===== config.mk =====
export PLATFORM = sky130hd
export DESIGN_NAME = ldpc_minsigner
export DESIGN_NICKNAME = d
export VERILOG_FILES = /design/src/rtl/ldpc_pkg.sv /design/src/rtl/ldpc_min2_finder.sv /design/src/rtl/ldpc_minsigner.sv
export SDC_FILE = /design/constraint.sdc
export NUM_CORES = 1
export LEC_CHECK = 0
export ABC_CLOCK_PERIOD_IN_PS = 10250
export BUFFER_PORTS_ARGS = -buffer_cell sky130_fd_sc_hd__buf_2
export CORE_MARGIN = 8
export CORE_UTILIZATION = 55
export DETAILED_ROUTE_END_ITERATION = 8
export PLACE_DENSITY = 0.82
export SLEW_MARGIN = 20
export SYNTH_ARGS = -nofsm -noshare
export SYNTH_HDL_FRONTEND = slang
export SYNTH_HIERARCHICAL = 1
export SYNTH_SLANG_ARGS = --single-unit

===== constraint.sdc =====
create_clock -name i_clock -period 10.25 [get_ports i_clock]
set_input_delay 1.025 -clock i_clock [delete_from_list [all_inputs] [get_ports i_clock]]
set_output_delay 1.025 -clock i_clock [all_outputs]
set_load 0.02 [all_outputs]

===== src/rtl/ldpc_pkg.sv =====
// ldpc_pkg: shared widths and LLR/magnitude types for the min-sum check node
package ldpc_pkg;
    localparam int LLR_W = 8;
    localparam int DEG   = 6;
    typedef logic [LLR_W-1:0] llr_t;
    typedef logic [LLR_W-2:0] mag_t;
endpackage


===== src/rtl/ldpc_min2_finder.sv =====
// ldpc_min2_finder: smallest and second-smallest of six magnitudes plus the lowest index of the smallest
module ldpc_min2_finder
    import ldpc_pkg::*;
(
    input  mag_t       mag_i [DEG],
    output mag_t       min1_o,
    output mag_t       min2_o,
    output logic [2:0] idx_o
);
    mag_t       min1, min2;
    logic [2:0] idx;
    // strict compare keeps the lowest index on ties and lets min2 pick up the tied value
    always_comb begin
        min1 = mag_i[0];
        min2 = '1;
        idx  = '0;
        for (int j = 1; j < DEG; j++) begin
            if (mag_i[j] < min1) begin
                min2 = min1;
                min1 = mag_i[j];
                idx  = 3'(j);
            end else if (mag_i[j] < min2) begin
                min2 = mag_i[j];
            end
        end
    end
    assign min1_o = min1;
    assign min2_o = min2;
    assign idx_o  = idx;
endmodule


===== src/rtl/ldpc_minsigner.sv =====
// ldpc_minsigner: two-stage pipelined min-sum check node producing six extrinsic LLRs
module ldpc_minsigner
    import ldpc_pkg::*;
(
    input  logic i_clock,
    input  logic i_reset,
    input  llr_t i_data_a0,
    input  llr_t i_data_a1,
    input  llr_t i_data_a2,
    input  llr_t i_data_a3,
    input  llr_t i_data_a4,
    input  llr_t i_data_a5,
    input  logic i_valid,
    output llr_t o_data_a0,
    output llr_t o_data_a1,
    output llr_t o_data_a2,
    output llr_t o_data_a3,
    output llr_t o_data_a4,
    output llr_t o_data_a5,
    output logic o_valid
);
    llr_t           a [DEG];
    mag_t           mag_d [DEG];
    logic [DEG-1:0] sign_d;
    mag_t           min1_d, min2_d;
    logic [2:0]     idx_d;
    mag_t           mag_q [DEG];
    logic [DEG-1:0] sign_q;
    mag_t           min1_q, min2_q;
    logic [2:0]     idx_q;
    logic           v1_q;
    mag_t           m_d [DEG];
    llr_t           out_d [DEG];
    llr_t           out_q [DEG];
    logic           v2_q;
    logic           tot;

    // split inputs into sign bits and magnitudes, saturating |-128| to 127
    always_comb begin
        a[0] = i_data_a0;
        a[1] = i_data_a1;
        a[2] = i_data_a2;
        a[3] = i_data_a3;
        a[4] = i_data_a4;
        a[5] = i_data_a5;
        for (int k = 0; k < DEG; k++) begin
            sign_d[k] = a[k][LLR_W-1];
            mag_d[k]  = (a[k] == 8'h80) ? 7'h7f : a[k][LLR_W-1] ? mag_t'(-a[k]) : a[k][LLR_W-2:0];
        end
    end

    ldpc_min2_finder u_min2 (
        .mag_i  (mag_d),
        .min1_o (min1_d),
        .min2_o (min2_d),
        .idx_o  (idx_d)
    );

    // stage 1: capture magnitudes, minima and signs of each accepted check node
    always_ff @(posedge i_clock) begin
        if (i_reset) begin
            v1_q   <= 1'b0;
            sign_q <= '0;
            min1_q <= '0;
            min2_q <= '0;
            idx_q  <= '0;
            for (int k = 0; k < DEG; k++) mag_q[k] <= '0;
        end else begin
            v1_q <= i_valid;
            if (i_valid) begin
                sign_q <= sign_d;
                min1_q <= min1_d;
                min2_q <= min2_d;
                idx_q  <= idx_d;
                for (int k = 0; k < DEG; k++) mag_q[k] <= mag_d[k];
            end
        end
    end

    // each lane excludes itself: min2 for the argmin lane, own sign removed from the total parity
    always_comb begin
        tot = ^sign_q;
        for (int k = 0; k < DEG; k++) begin
            m_d[k]   = (3'(k) == idx_q) ? min2_q : min1_q;
            out_d[k] = (tot ^ sign_q[k]) ? llr_t'(-{1'b0, m_d[k]}) : {1'b0, m_d[k]};
        end
    end

    // stage 2: register signed extrinsic outputs and the output valid
    always_ff @(posedge i_clock) begin
        if (i_reset) begin
            v2_q <= 1'b0;
            for (int k = 0; k < DEG; k++) out_q[k] <= '0;
        end else begin
            v2_q <= v1_q;
            if (v1_q) for (int k = 0; k < DEG; k++) out_q[k] <= out_d[k];
        end
    end

    assign o_data_a0 = out_q[0];
    assign o_data_a1 = out_q[1];
    assign o_data_a2 = out_q[2];
    assign o_data_a3 = out_q[3];
    assign o_data_a4 = out_q[4];
    assign o_data_a5 = out_q[5];
    assign o_valid   = v2_q;
endmodule


After elaboration in Yosys (flattened, before gate mapping)
Memory sizes are Yosys's and may differ from the RTL's.
Index checks and enable logic that the tools add are counted.
- memories: 1
- word-level logic and storage cells: 109
- RAM bits: 48
- input bits: 51
- bits in registers: 25
- output and inout bits: 49
- $lt $le $gt $ge: 10
- reductions and logical operators: 2
- bitwise gates (word level): 12
- eq/ne operators: 11
- multiplexer cells: 55
- add/sub/neg operators: 12
- memories (name ; words ; bits a word ; rd ports ; clocked after Yosys merged registers in ; write ports ; line ; RTL):
    out_q ; 6 ; 8 ; 6 ; 0 ; 6 ; ldpc_minsigner.sv:34 ; llr_t out_q [DEG];
- operators with widths (operator ; count):
    $mux 7 ; 33
    $mux 8 ; 12
    $lt 7x7->1 ; 9
    $eq 8x8->1 const B ; 6
    $neg 7->8 ; 6
    $neg 7->7 ; 6
    $lt 7x7->1 const B ; 1
    $eq 2x3->1 const A ; 2
    $eq 3x3->1 const A ; 2
    $mux 1 ; 6
    $mux 3 ; 2
    $or 1x1->1 ; 6
    $reduce_xor 6->1 ; 1
    $xor 1x1->1 ; 6
    $mux 2 ; 2
    $eq 1x3->1 const A ; 1
    $logic_not 3->1 ; 1

Logic depth before layout (Yosys ltp)
- depth in word-level cells: 18
- depth in mapped cells: 56
- gate-level depth less buffers: 52

Cells and area by module
Netlist, hierarchy kept.
- modules (own cells, without submodules) (module ; cells an instance ; instances ; area each (sq um) ; sequential area each (sq um)):
    ldpc_minsigner ; 570 ; 1 ; 5193.7 ; 1941.9
    ldpc_min2_finder ; 417 ; 1 ; 2922.8 ; 0.0

Worst setup path after synthesis
No wires, ideal clock.
- path kind: in2reg
- start: in i_data_a0[0]
- end: reg min1_q[0]
- stages on the path: 50
- arrival time: 9.941 ns
- setup slack: 0.181 ns
- data required time: 10.122 ns
- cells stage by stage: inv_1 -> ha_1 -> nand2_1 -> nor3_1 -> nand3b_1 -> nand2_1 -> inv_1 -> ha_1 -> a21oi_1 -> o21ai_1 -> a21oi_4 -> clkbuf_1 -> nor2_1 -> a21oi_1 -> ha_1 -> and2_1 -> and4_1 -> and2_0 -> [... 14 more ...] -> clkbuf_1 -> a21oi_1 -> ha_1 -> nand3_1 -> a21oi_1 -> o31ai_1 -> nand2b_1 -> buf_2 -> clkbuf_1 -> o21ai_0 -> ha_1 -> a21o_1 -> a211o_1 -> o31ai_1 -> buf_2 -> mux2_2 -> mux2i_1 -> nor2_1
- RTL lines (element ; line ; RTL):
    start: declaration ; ldpc_minsigner.sv:7 ; input llr_t i_data_a0,
    end signal: assignment ; ldpc_minsigner.sv:72 ; min1_q <= min1_d;
    end: declaration ; ldpc_minsigner.sv:29 ; mag_t min1_q, min2_q;

==> qor.csv <==
metric,value,unit
r2r setup slk,7910,ps
Chip Width,137,um
fin nets,1197,
"EDFF count, synth",48,
Hold WS,581,ps
Max-Cap Viols,0,
Final ANT Viol Nets,0,
cells after synthesis,987,
Final GP Congestion,0.962,
crit path time final,9710,ps
largest net degree at the start of global routing,49,
Die Area,18900,um^2
Peak VDD IR,0.000185,V
H-tree Lvls,3,
total track usage,0.226,
vias per inst,5.99,
worst slew pin tran,909,ps
simple-gate share of the synthesized area,0.230,
setup_tns,0,ps
CTS tree,yes,
multi-input logic area,5790,um^2
initial core utilization,0.561,
initial drt markers,658,
pwr dens,313,nW/um^2
Final Hold Fails,0,
Clock Pin Slew Worst Setup and Hold Paths,60,ps
fin. max-slew vios,0,
CP endpoint kind,flip-flop,
ys async rst share,0,
"top cells by area, synth","edfxtp_1 (18%), ha_1 (7.6%), mux2i_1 (6.8%), nor2_1 (6.6%), dfxtp_1 (6.2%)",
Worst Path Required,10530,ps
Yosys reg bits,73,
post-synth top area share,0.178,
DRC,0,
Worst path max stage delay,420,ps
ANT cells,0,
Avg Synthesized Cell Area,8.22,um^2
post-synth cell types,88,
worst hold-check path type,flip-flop to flip-flop,
"count leader, synth",nor2_1,
total number of vias,7703,
cell area after synthesis,8120,um^2
kind of critical path,input pin to flip-flop,
most frequent cells after synthesis,"nor2_1 (143), nand2_1 (97), xnor2_1 (57), mux2i_1 (55), ha_1 (49)",
main combinational cell family by area after synthesis,simple AND/OR/NAND/NOR gates,
final setup violation count,0,
crit-path most repeated cell,ha_1,
synth-to-layout area growth,14.5,%
"Slowest-stage cell, CP",or2_2,
first-pass GRT wire length,34.6,mm
Pleak,4.12,nW
core area,14500,um^2
# rows,44,
top_reg_cell synth,edfxtp_1,
FF+latch area,1940,um^2
clock root cell,clkbuf_16,
final core occ,0.642,
synthesized net count,1087,
Slew headroom,0.388,
DR WL/cell,17.2,um
Synth Area in Adders,0.0808,
I/O pin total,100,
Place WS,-133,ps
mux contribution to synthesized area,0.0877,
initial antenna violation count,2,
worst path arrival time,10000,ps
share of the clock period used by the worst path,0.948,
DP Area,8930,um^2
worst-skew pair later-pin latency,340,ps
DRT Pass-1 Iters,5,
post-synthesis xor/xnor area fraction,0.115,
cts hold-fix bufs,0,
Setup crit start kind,input pin,
Critical Path Fanout Max,17,
Die Height,137,um
Synth Area in Compound Gates,0.193,
Post-DP HPWL,17.2,mm
Num CTS Buffers,9,
final instance area,9290,um^2
CTS Buffer Depth,2,
Port Buffers,99,
Clock Sinks,73,
status,"complete, no violations",
number of fill cells,1187,
FMAX,103,MHz
synth warn,6,
share of layout cells above drive strength 1,0.218,
post-synthesis sequential area ratio,0.239,
WL final,22.2,mm
"area leader, netlist",edfxtp_1,
vias in the first global route,7188,
skew final,7.50,ps
gr ovfl total,0,
Final WS setup,537,ps
-- sequential cells by signal, summed over array words and instances (netlist names) --
signal / flops
idx_q: 3
min2_q: 7
v1_q: 1
min1_q: 7
sign_q: 6
o_valid: 1
out_q: 48
-- timing repair --
action                                  CTS  global route
buffers inserted                          0             4
gates resized for setup                   0            19
endpoints found under the setup margin    0            17
-- area by class of cell --
class / instances / share of cell area
clock buffers: 13 / 0.0273
multi-input cells: 820 / 0.624
clock inverters: 3 / 0.00175
repair buffers: 151 / 0.0967
flip-flops and latches: 73 / 0.209
well taps: 184 / 0.0248
inverters: 42 / 0.0170
-- stage by stage --
step	total power [mW]	cells
floorplan	1.98	987
global placement	2.46	1266
detailed placement	2.52	1266
CTS	2.82	1282
global route	3.11	1286
finish	2.90	1286
-- worst paths after layout --
path / from / endpoint / cells past startpoint
min: sign_q[4] / sign_q[4] / 2
min reg2reg: sign_q[4] / sign_q[4] / 2
max reg2reg: idx_q[1] / out_q[3][6] / 7
max: i_data_a0[0] / min2_q[3] / 53
-- critical path, delay by kind of cell --
family | cells | cell delay (ps)
AOI/OAI and AO/OA | 16 | 2660
adders and majority gates | 6 | 1660
buffers and inverters | 7 | 990
muxes | 4 | 780
and+or+nand+nor | 20 | 2860
-- routing by layer --
metal / up-vias / track usage / routed length, um
li1: 3748 / - / -
met5: - / 0 / 27
met1: 3515 / 0.281 / 9250
met3: 79 / 0.0412 / 1770
met2: 357 / 0.373 / 10300
met4: 4 / 0.105 / 822
-- cells by family (layout without fill, tap and decap cells) --
logic type                 after synthesis  in the layout
muxes                                   68             68
adders and majority gates               53             53
AOI/OAI and AO/OA                      221            221
DFF                                     73             73
and+or+nand+nor                        384            384
buffers and inverters                   94            209
xor gates and xnor gates                94             94
-- cell usage in the layout, fill, tap and decap left out, types with 41 or more instances in the layout --
master / Yosys / final
nand2_1: 97 / 95
a21oi_1: 47 / 45
buf_4: 7 / 51
nor2_1: 143 / 142
mux2i_1: 55 / 55
buf_2: 10 / 99
xnor2_1: 57 / 57
inv_1: 42 / 41
ha_1: 49 / 49
edfxtp_1: 48 / 48
-- power breakdown --
part | internal [mW] | switching [mW]
sequential | 0.376 | 0.104
combinational | 0.957 | 1.18
clock | 0.172 | 0.116
(Power assumes the default switching activity.)
